[src/rtl/pool_window_gen.sv]
// pool_window_gen: turns a raster-order pixel stream into non-overlapping
// 2x2 windows (stride 2) for the average-pool stage.
//
// Stream protocol: valid-only, no backpressure. A pixel is consumed on every
// rising edge where In_Valid=1 and Reset=0. Out_Valid is a one-cycle pulse;
// the window outputs hold their last value while Out_Valid=0.
//
// Ports keep the upper-case names that the pool stage wiring expects.
module pool_window_gen #(
    parameter int DATA_WIDTH = 32,
    parameter int IMG_WIDTH  = 8,
    parameter int IMG_HEIGHT = 8
) (
    input  logic                  Clock,
    input  logic                  Reset,
    input  logic                  In_Valid,
    input  logic [DATA_WIDTH-1:0] In_Value,
    output logic                  Out_Valid,
    output logic [DATA_WIDTH-1:0] Window_Value_1,
    output logic [DATA_WIDTH-1:0] Window_Value_2,
    output logic [DATA_WIDTH-1:0] Window_Value_3,
    output logic [DATA_WIDTH-1:0] Window_Value_4,
    output logic                  Frame_Done
);

    localparam int CW = (IMG_WIDTH  > 1) ? $clog2(IMG_WIDTH)  : 1;
    localparam int RW = (IMG_HEIGHT > 1) ? $clog2(IMG_HEIGHT) : 1;

    localparam logic [CW-1:0] COL_LAST = CW'(IMG_WIDTH - 1);
    localparam logic [RW-1:0] ROW_LAST = RW'(IMG_HEIGHT - 1);

    logic [CW-1:0]         col;
    logic [RW-1:0]         row;
    logic [DATA_WIDTH-1:0] held;
    logic [DATA_WIDTH-1:0] line_buf [IMG_WIDTH];

    logic                  accept;
    logic                  col_wrap;
    logic                  frame_last;
    logic [CW-1:0]         col_left;

    // Decode of the current pixel position; col is odd when a window closes,
    // so the left column is col with bit 0 cleared.
    always_comb begin
        accept     = In_Valid && !Reset;
        col_wrap   = (col == COL_LAST);
        frame_last = col_wrap && (row == ROW_LAST);
        col_left   = col ^ CW'(1);
    end

    // Raster position counters: advance only on accepted pixels.
    always_ff @(posedge Clock) begin
        if (Reset) begin
            col <= '0;
            row <= '0;
        end else if (In_Valid) begin
            if (col_wrap) begin
                col <= '0;
                row <= (row == ROW_LAST) ? '0 : row + RW'(1);
            end else begin
                col <= col + CW'(1);
            end
        end
    end

    // Line buffer: even rows are stored, odd rows only read it, so no
    // read/write collision is possible. Contents need no reset because every
    // entry is rewritten before the next odd row reads it.
    always_ff @(posedge Clock) begin
        if (accept && !row[0]) begin
            line_buf[col] <= In_Value;
        end
    end

    // Held left pixel of the bottom row and the registered window outputs.
    always_ff @(posedge Clock) begin
        if (Reset) begin
            held           <= '0;
            Out_Valid      <= 1'b0;
            Frame_Done     <= 1'b0;
            Window_Value_1 <= '0;
            Window_Value_2 <= '0;
            Window_Value_3 <= '0;
            Window_Value_4 <= '0;
        end else begin
            Out_Valid  <= 1'b0;
            Frame_Done <= 1'b0;
            if (In_Valid && row[0]) begin
                if (!col[0]) begin
                    held <= In_Value;
                end else begin
                    Window_Value_1 <= line_buf[col_left];
                    Window_Value_2 <= line_buf[col];
                    Window_Value_3 <= held;
                    Window_Value_4 <= In_Value;
                    Out_Valid      <= 1'b1;
                    Frame_Done     <= frame_last;
                end
            end
        end
    end

endmodule

[config.mk]
export PLATFORM = sky130hd
export DESIGN_NAME = pool_window_gen
export DESIGN_NICKNAME = d
export VERILOG_FILES = /design/src/rtl/pool_window_gen.sv
export SDC_FILE = /design/constraint.sdc
export NUM_CORES = 1
export LEC_CHECK = 0
export BUFFER_PORTS_ARGS = -buffer_cell sky130_fd_sc_hd__buf_4
export CAP_MARGIN = 30
export CORE_ASPECT_RATIO = 0.5
export CORE_MARGIN = 2
export CORE_UTILIZATION = 45
export CTS_BUF_LIST = sky130_fd_sc_hd__clkbuf_8
export DETAILED_ROUTE_END_ITERATION = 10
export GPL_TIMING_DRIVEN = 0
export PLACE_DENSITY_LB_ADDON = 0.15
export SETUP_SLACK_MARGIN = 0.1
export SYNTH_ARGS = -nofsm -noshare
export SYNTH_HDL_FRONTEND = slang
export SYNTH_SLANG_ARGS = --single-unit
[constraint.sdc]
create_clock -name Clock -period 3.5 [get_ports Clock]
set_input_delay 0.525 -clock Clock [delete_from_list [all_inputs] [get_ports Clock]]
set_output_delay 0.525 -clock Clock [all_outputs]
set_load 0.05 [all_outputs]
After elaboration in Yosys (flattened, before gate mapping) --
Memories as Yosys holds them, arrays and structs flattened. A register that Yosys moved wholly into a read port is not among the register bits. Cells that the tools add are included.
Storage, ports and cells: bits in registers 104, RAM bits 256, bits of input ports 35, word-level logic and storage cells 30, memories kept 1
Memories:
- line_buf | words 8, bits a word 32, rd ports 2, clocked after Yosys merged registers in 2, wr ports 1, line 35 | logic [DATA_WIDTH-1:0] line_buf [IMG_WIDTH];
Cells by class: add/subtract/negate cells 2, equal/unequal tests 2, muxes and demuxes 5, bitwise gates (word level) 2, reduce and logical (&&, ||, !) cells 11
Operators with widths (number):
- $add 3x1->3 const B | 2
- $eq 3x3->1 const B | 2
- $mux 3 | 2
- $reduce_and 2->1 | 3
- $logic_and 1x1->1 | 4
- $mux 1 | 3
- $reduce_or 3->1 | 1
- $logic_not 1->1 | 2
- $not 1->1 | 2
- $reduce_or 2->1 | 1

Depth between registers and ports, before layout --
Gate-level depths: netlist of run 1.
depth in word-level cells 5, depth in mapped cells 7

Worst setup path before layout of run 1 --
Ideal clock, no wire load.
path kind register to register, from reg col[0], to mem line_buf[0][0] (enable), arrival 3.292 ns, setup slack -0.253 ns, cell stages (with the launch flop) 7, clock period less this slack 3.753 ns, path through dfxtp_1 -> buf_6 -> buf_6 -> buf_6 -> buf_2 -> nand3b_1 -> nor3_1
RTL lines:
- start: declaration | line 32 | logic [CW-1:0] col;
- start signal: assignment | line 61 | col <= col + CW'(1);
- end: declaration | line 35
No word-level cell before the write port.

Worst setup path after layout of run 1 --
from reg col[0], to mem line_buf[1][1] (enable)
No word-level cell before the write port.

==> impl_metrics.json, run 1 <==
{
  "arrival_ns": 3.53,
  "post_cts_buffers": 0,
  "min_period_ns": 3.21,
  "io_pins": 165,
  "final_hold_viol_count": 0,
  "antenna_found_initial": 1,
  "fp.dieW_um": 279,
  "crit_slowest_cell": "nor3_4",
  "synth.most_common_cell": "edfxtp_1",
  "synth_commonest_cells": "edfxtp_1, nand2_1, dfxtp_1",
  "rsz0062_at_grt": "no",
  "firstDrtPassIters": 5,
  "drive_gt1_frac": 0.295,
  "fin_setup_tns_ns": 0,
  "path_buf_inv": 6,
  "ys_async_sr_fraction": 0,
  "syn_inst": 1306,
  "crit_path_start": "col[0]$_SDFFE_PP0P_",
  "cp-end-kind": "register",
  "initial_core_util": 0.455,
  "first_iter_violations": 1312,
  "path_class": "reg -> reg",
  "synth_top_area_share": 0.453,
  "core_area_mm2": 0.0373,
  "htree_num_levels": 2,
  "holdBufCountCts": 0,
  "hpwlAfterDp_um": 37100,
  "syn-num-nets": 1345,
  "wl_per_cell_um": 26.3,
  "via_per_inst": 5.93,
  "cp_max_fo": 13,
  "max_freq_ghz": 0.311,
  "clk_latency_ns": 0.64,
  "setup_violations": 0,
  "die_h_um": 141,
  "final_max_slew_viol_count": 0,
  "path_delay_family": "buffers and inverters",
  "grt_pass1_wl_um": 79500,
  "final.period_utilization": 0.917,
  "cts_root_buffer": "clkbuf_8",
  "crit_path_max_incr_delay_ns": 0.61,
  "synth_area_leaders": "edfxtp_1, dfxtp_1, mux2_2",
  "ys_types": 35,
  "clk_pin_slew_worst_paths_ns": 0.07,
  "ys_seq_area_frac": 0.651,
  "grt_max_degree": 23,
  "drt_wl_total_um": 54900,
  "synth_area_mm2": 0.0170,
  "ys_seq_elements": 424,
  "crit_top_cell": "buf_6",
  "antennaDiodeCount": 0,
  "avgSynthCellArea_um2": 13.0,
  "grt_usage": 0.275,
  "required_ns": 3.82,
  "ys.warnings.count": 0,
  "drcViolationCount": 0,
  "numPortBuffers": 163,
  "finClkSkew_ns": 0.0339,
  "grt_pass1_vias": 12400,
  "cts_tree": "yes",
  "hold_path.startpoint": "In_Value[27]",
  "numCtsBuffers": 59,
  "worst_pin_slew_ns": 1.06,
  "power_per_cell_area_mw_per_mm2": 478,
  "fin_cells": 2086,
  "yosysTopAreaCell": "edfxtp_1",
  "antenna_left": 0,
  "rows": 50,
  "p_total_mw": 9.67,
  "cts_resized": 0,
  "gr-total-overflow": 0,
  "dieArea_mm2": 0.0394,
  "leakagePower_nw": 7.07,
  "synthToLayoutAreaGrowth_pct": 19.2,
  "vdd_drop_max_mv": 0.199,
  "cts_num_sinks": 424,
  "clockBufferDepth": 3,
  "rr_startpoint": "col[0]$_SDFFE_PP0P_",
  "vias": 12400,
  "whs_ns": 0.145,
  "nNetsFinal": 1580,
  "relSlewSlack": 0.296,
  "ys.flop_type": "edfxtp_1",
  "synth_edf_count": 256,
  "start_kind": "register",
  "worstPathCellList": "buf_6, buf_6, buf_6, buf_2, nand3_1, nor3_4, buf_8, buf_16",
  "place_inst": 1974,
  "worstHoldPathType": "in -> reg",
  "maxCapViolations": 0,
  "globalplace.congestion": 0.825,
  "run_status": "complete, no violations"
}
-- power by group --
group | total (mW) | internal (mW) | switching [mW]
clock network | 3.72 | 1.80 | 1.92
logic | 0.614 | 0.224 | 0.390
registers | 5.34 | 5.32 | 0.0154
total | 9.67 | 7.34 | 2.33
-- routing by layer --
metal  vias to the layer above  track usage  wire length [um]  share of wire
li1                       5376            -                 -              -
met4                         0       0.0772              1250          0.023
met2                       603        0.429             24700           0.45
met3                        80       0.0578              4900          0.089
met5                         -            0                 0              0
met1                      6301        0.392             24000           0.44
-- cell usage in the layout (no fill, tap or decap), types with 3 or more instances in the layout --
cell type  count
a211oi_1      43
a21oi_1      121
a221oi_1      38
a221oi_2       5
a22oi_1       45
a311oi_1      19
buf_12         6
buf_2         33
buf_4        186
buf_6         16
buf_8          3
clkbuf_1      32
clkbuf_8      69
clkinv_1       9
clkinv_2       7
dfxtp_1      168
edfxtp_1     256
ha_1           4
inv_1         26
mux2_1         4
mux2_2       122
mux2_4         7
mux2i_1       36
nand2_1      201
nand3_1        3
nand3b_1       3
nor2_1        68
nor2_4         6
o211ai_1      19
o22a_1        17
-- metrics by stage --
stage | utilization | area (um2) | setup WS, ns
floorplan | - | 17000 | 0.599
global placement | 0.505 | 18800 | -1.66
CTS | 0.543 | 20200 | 0.333
finish | 0.543 | 20200 | 0.289
detailed placement | 0.513 | 19100 | 0.373
global route | 0.543 | 20200 | 0.248
-- registers in the layout, indices dropped and copies added (netlist names) --
signal          flops
Window_Value_1     32
line_buf          256
Window_Value_2     32
Frame_Done          1
Window_Value_4     32
Window_Value_3     32
Out_Valid           1
row                 3
held               32
col                 3
-- kinds of logic after synthesis --
family          share of synthesized area
simple gates                       0.0690
mux                                 0.114
fa+ha+maj                         0.00295
compound gates                      0.126
buf+inv                            0.0380
flops                               0.651
-- worst paths after layout --
check | to | slack [ns] | depth (start not counted)
worst min register to register | Window_Value_3[19]$_SDFFE_PP0P_ | 0.46 | 2
worst max-delay path | line_buf[1][1]$_DFFE_PP_ | 0.29 | 8
worst max register to register | line_buf[1][1]$_DFFE_PP_ | 0.29 | 8
worst min-delay path | line_buf[4][27]$_DFFE_PP_ | 0.15 | 1
-- layout make-up --
cell class,instances,area [um2]
clock buffers,69,950
multi-input cells,776,5350
flip-flops and latches,424,11100
plain buffers,105,642
inverters,1,3.75
repair buffers,174,1440
fillers,3185,17000
clock inverters,43,179
well taps,494,618
Note: power is estimated with default switching activity, not from simulation.
==> inputs of run 2 (changes only) <==
Settings changed: CORE_UTILIZATION 45 to 55.
==> impl_metrics.json, run 2 (synthesis gave the netlist of run 1 again) <==
{
  "run_status": "complete, no violations",
  "worstPathCellList": "buf_6, buf_6, buf_6, buf_2, nand3_1, nor3_4, buf_16, buf_16",
  "drt_wl_total_um": 52000,
  "cts_root_buffer": "clkbuf_8",
  "top_layer": "met4",
  "min_period_ns": 3.18,
  "path_buf_inv": 6,
  "power_per_cell_area_mw_per_mm2": 473,
  "antenna_found_initial": 2,
  "postLayoutCellArea_mm2": 0.0201,
  "drive_gt1_frac": 0.290,
  "place_inst": 1878,
  "start_kind": "register",
  "final_max_slew_viol_count": 0,
  "fin_cells": 1982,
  "rows": 45,
  "largest_reg_flops": 256,
  "crit_path_max_incr_delay_ns": 0.81,
  "cp_max_fo": 12,
  "maxCapViolations": 0,
  "fin_ws_ns": 0.320,
  "cts_resized": 0,
  "setup_violations": 0,
  "required_ns": 3.82,
  "hpwlAfterDp_um": 34600,
  "drcViolationCount": 0,
  "initial_core_util": 0.560,
  "vdd_drop_max_mv": 0.295,
  "grt_usage": 0.320,
  "relSlewSlack": 0.266,
  "firstDrtPassIters": 6,
  "grt_pass1_vias": 12200,
  "nNetsFinal": 1577,
  "worstHoldPathType": "in -> reg",
  "post_cts_buffers": 0,
  "crit_slowest_cell": "nor3_4",
  "max_freq_ghz": 0.314,
  "wl_per_cell_um": 26.2,
  "cts_tree": "yes",
  "leakagePower_nw": 7.07,
  "htree_num_levels": 2,
  "path_delay_family": "buffers and inverters",
  "finClkSkew_ns": 0.0226,
  "crit_top_cell": "buf_6",
  "clk_pin_slew_worst_paths_ns": 0.07,
  "largest_register": "line_buf",
  "whs_ns": 0.169,
  "cts_num_sinks": 424,
  "rsz0062_at_grt": "no",
  "first_iter_violations": 1271,
  "antennaDiodeCount": 0,
  "wl_met1_um": 22000,
  "final.period_utilization": 0.909,
  "arrival_ns": 3.50,
  "fp.dieW_um": 252,
  "seqCellArea_mm2": 0.0111,
  "layout_commonest_cell": "edfxtp_1",
  "pre_cts_ws_ns": 0.336,
  "final_hold_viol_count": 0,
  "globalplace.congestion": 0.862,
  "clockBufferDepth": 3,
  "gr-total-overflow": 0,
  "holdBufCountCts": 0,
  "numPortBuffers": 163,
  "numCtsBuffers": 57,
  "num-fill-cells": 2243,
  "cp-end-kind": "register",
  "vias": 12300,
  "placedInstanceArea_mm2": 0.0190,
  "layout_common_cells": "edfxtp_1, nand2_1, buf_4",
  "grt_pass1_wl_um": 75100,
  "synthToLayoutAreaGrowth_pct": 18.3,
  "via_per_inst": 6.20,
  "die_h_um": 128,
  "wl_met2_um": 22300,
  "core_area_mm2": 0.0303,
  "worst_pin_slew_ns": 1.10,
  "clk_latency_ns": 0.63,
  "grt_max_degree": 25,
  "antenna_left": 0,
  "dieArea_mm2": 0.0324,
  "path_class": "reg -> reg",
  "p_total_mw": 9.49,
  "io_pins": 165,
  "wl_met3_um": 6480,
  "multi_input_area_mm2": 0.00535
}
-- run 2: changes by cell type in the layout (fill, tap and decap cells not counted) --
cell / previous run / this run
clkinvlp_4: 1 / 0
clkinv_2: 7 / 1
buf_16: 2 / 8
clkinv_1: 9 / 3
clkbuf_8: 69 / 66
buf_12: 6 / 2
clkinv_4: 0 / 1
inv_1: 26 / 34
buf_8: 3 / 0
inv_6: 1 / 0
-- run 2: final timing paths --
| path | to | depth (start not counted) | slack, ns | from |
|---|---|---|---|---|
| worst max-delay path | line_buf[1][15]$_DFFE_PP_ | 8 | 0.32 | col[0]$_SDFFE_PP0P_ |
| worst min-delay path | line_buf[0][25]$_DFFE_PP_ | 1 | 0.17 | In_Value[25] |
| worst max register to register | line_buf[1][15]$_DFFE_PP_ | 8 | 0.32 | col[0]$_SDFFE_PP0P_ |
| worst min register to register | held[19]$_SDFFE_PP0P_ | 2 | 0.45 | held[19]$_SDFFE_PP0P_ |
-- run 2: stage by stage --
| stage | TNS [ns] | utilization |
|---|---|---|
| 2_1_floorplan | 0 | - |
| 3_3_place_gp | -288.13 | 0.617 |
| 3_5_place_dp | 0 | 0.627 |
| 4_1_cts | 0 | 0.662 |
| 5_1_grt | 0 | 0.662 |
| 6_report | 0 | 0.662 |
-- run 2: power by group --
group | internal (mW) | switching (mW) | total, mW | leakage [nW]
clock network | 1.71 | 1.83 | 3.54 | 0.663
logic | 0.226 | 0.391 | 0.617 | 2.74
registers | 5.32 | 0.0143 | 5.34 | 3.67
total | 7.26 | 2.24 | 9.49 | 7.07
-- run 2: layer usage --
| metal | vias up | GRT usage |
|---|---|---|
| met2 | 763 | 0.476 |
| met1 | 6048 | 0.452 |
| met5 | - | 0 |
| met3 | 108 | 0.0977 |
| li1 | 5363 | - |
| met4 | 0 | 0.0954 |
-- run 2: area by class of cell --
class / instances / area share
multi-input cells: 776 / 0.266
well taps: 399 / 0.0249
inverters: 1 / 0.000187
plain buffers: 105 / 0.0320
clock inverters: 38 / 0.00741
flip-flops and latches: 424 / 0.550
clock buffers: 66 / 0.0452
repair buffers: 173 / 0.0739
==> inputs of run 3 (changes only) <==
Settings changed: CORE_UTILIZATION 55 to 53, CTS_BUF_LIST sky130_fd_sc_hd__clkbuf_8 to unset, PLACE_DENSITY_LB_ADDON 0.15 to 0.3, SLEW_MARGIN set to 20.
==> impl_metrics.json, run 3 (synthesis gave the netlist of run 1 again) <==
{
  "drcViolationCount": 0,
  "cp_max_fo": 17,
  "rrSetupSlack_ns": 0.53,
  "final_max_slew_viol_count": 0,
  "crit_path_start": "col[0]$_SDFFE_PP0P_",
  "pre_cts_ws_ns": 0.655,
  "cts_root_buffer": "clkbuf_16",
  "worstHoldPathType": "in -> reg",
  "cts_tree": "yes",
  "run_status": "complete, no violations",
  "leakagePower_nw": 7.07,
  "start_kind": "register",
  "crit_path_max_incr_delay_ns": 0.76,
  "largest_reg_flops": 256,
  "core_area_mm2": 0.0316,
  "largest_register": "line_buf",
  "setup_violations": 0,
  "cts_resized": 0,
  "crit_top_cell": "buf_6",
  "required_ns": 3.74,
  "final.period_utilization": 0.849,
  "cp-end-kind": "register",
  "initial_core_util": 0.537,
  "clk_pin_slew_worst_paths_ns": 0.07,
  "power_per_cell_area_mw_per_mm2": 506,
  "numPortBuffers": 163,
  "firstDrtPassIters": 6,
  "hpwlAfterDp_um": 35700,
  "clockBufferDepth": 3,
  "fin_ws_ns": 0.528,
  "fp.dieW_um": 257,
  "globalplace.congestion": 0.888,
  "rr_startpoint": "col[0]$_SDFFE_PP0P_",
  "max_freq_ghz": 0.336,
  "num-fill-cells": 2264,
  "worst_pin_slew_ns": 1.09,
  "antenna_left": 0,
  "io_pins": 165,
  "rsz0062_at_grt": "no",
  "maxCapViolations": 0,
  "vias": 12500,
  "die_h_um": 131,
  "htree_num_levels": 2,
  "finClkSkew_ns": 0.0149,
  "rows": 46,
  "cts_num_sinks": 424,
  "via_per_inst": 6.28,
  "grt_pass1_wl_um": 75600,
  "grt_pass1_vias": 12100,
  "nNetsFinal": 1562,
  "grt_usage": 0.308,
  "vdd_drop_max_mv": 0.341,
  "reg2reg_depth": 7,
  "dieArea_mm2": 0.0336,
  "antennaDiodeCount": 0,
  "synthToLayoutAreaGrowth_pct": 20.2,
  "crit_slowest_cell": "nor2_4",
  "path_class": "reg -> reg",
  "relSlewSlack": 0.274,
  "holdBufCountCts": 0,
  "antenna_found_initial": 0,
  "crit_path_end": "line_buf[5][19]$_DFFE_PP_",
  "final_hold_viol_count": 0,
  "grt_max_degree": 18,
  "worstPathCellList": "buf_6, buf_6, buf_6, buf_2, nand3_1, nor2_4, buf_16",
  "whs_ns": 0.236,
  "arrival_ns": 3.21,
  "first_iter_violations": 1494,
  "numCtsBuffers": 37,
  "drt_wl_total_um": 52500,
  "wl_per_cell_um": 26.5,
  "gr-total-overflow": 0,
  "layout_commonest_cell": "edfxtp_1",
  "min_period_ns": 2.97,
  "clk_latency_ns": 0.54,
  "r2r_end": "line_buf[5][19]$_DFFE_PP_",
  "layout_common_cells": "edfxtp_1, nand2_1, buf_4",
  "drive_gt1_frac": 0.293,
  "post_cts_buffers": 0
}
[run 3: cell types whose count changed in the layout (fill, tap and decap cells not counted), moves of 2 or more]
cell	previous run	this run
buf_8	0	8
clkinv_2	1	5
inv_1	34	1
clkbuf_8	66	5
buf_12	2	0
clkbuf_16	0	39
bufinv_16	0	5
clkbuf_1	32	39
[run 3: per-layer routing]
metal	GRT usage	wire [um]	vias up
met5	0	0	-
li1	-	-	5336
met1	0.406	20300	6191
met4	0.104	1530	0
met3	0.0916	6900	131
met2	0.493	23900	792
[run 3: how the worst min path moves through the flow]
stage / startpoint / endpoint / cells after the start
after detailed placement: Window_Value_4[3]$_SDFFE_PP0P_ / Window_Value_4[3]$_SDFFE_PP0P_ / 2
after CTS: In_Value[25] / line_buf[4][25]$_DFFE_PP_ / 1
after global routing: In_Value[27] / line_buf[2][27]$_DFFE_PP_ / 1
final: In_Value[30] / line_buf[5][30]$_DFFE_PP_ / 1
after global placement: held[25]$_SDFFE_PP0P_ / held[25]$_SDFFE_PP0P_ / 2
after floorplan: held[19]$_SDFFE_PP0P_ / Window_Value_3[19]$_SDFFE_PP0P_ / 2
[run 3: report_power, final]
group          switching, mW  internal, mW  leakage (nW)  total [mW]
Clock                   1.83          2.54         0.633        4.37
Sequential            0.0148          5.32          3.67        5.34
Combinational          0.390         0.224          2.77       0.614
Total                   2.24          8.08          7.07        10.3
[run 3: layout make-up]
cell class	count	area (um2)	area share
buffer	105	642	0.0314
clock buffer	53	1080	0.0531
clock inverter	15	203	0.00993
inverter	1	3.75	0.000184
multi-input combinational	776	5350	0.262
sequential	424	11100	0.541
tap	432	541	0.0265
timing repair buffer	178	1540	0.0753
[run 3: through the flow]
step | instances | power, mW | utilization | area (um2) | setup TNS [ns]
global placement | 1901 | 6.00 | 0.594 | 18800 | -264.92
CTS | 1984 | 10.3 | 0.646 | 20400 | 0
detailed placement | 1916 | 6.04 | 0.605 | 19100 | 0
finish | 1984 | 10.3 | 0.646 | 20400 | 0
global route | 1984 | 10.5 | 0.646 | 20400 | 0
floorplan | 1306 | 5.77 | - | 17000 | 0
[run 3: worst max-delay path: cells and delay by family, from the launching register on]
kind / cells / cell delay (ns)
buf+inv: 5 / 1.11
flops: 1 / 0.37
simple gates: 2 / 1.14
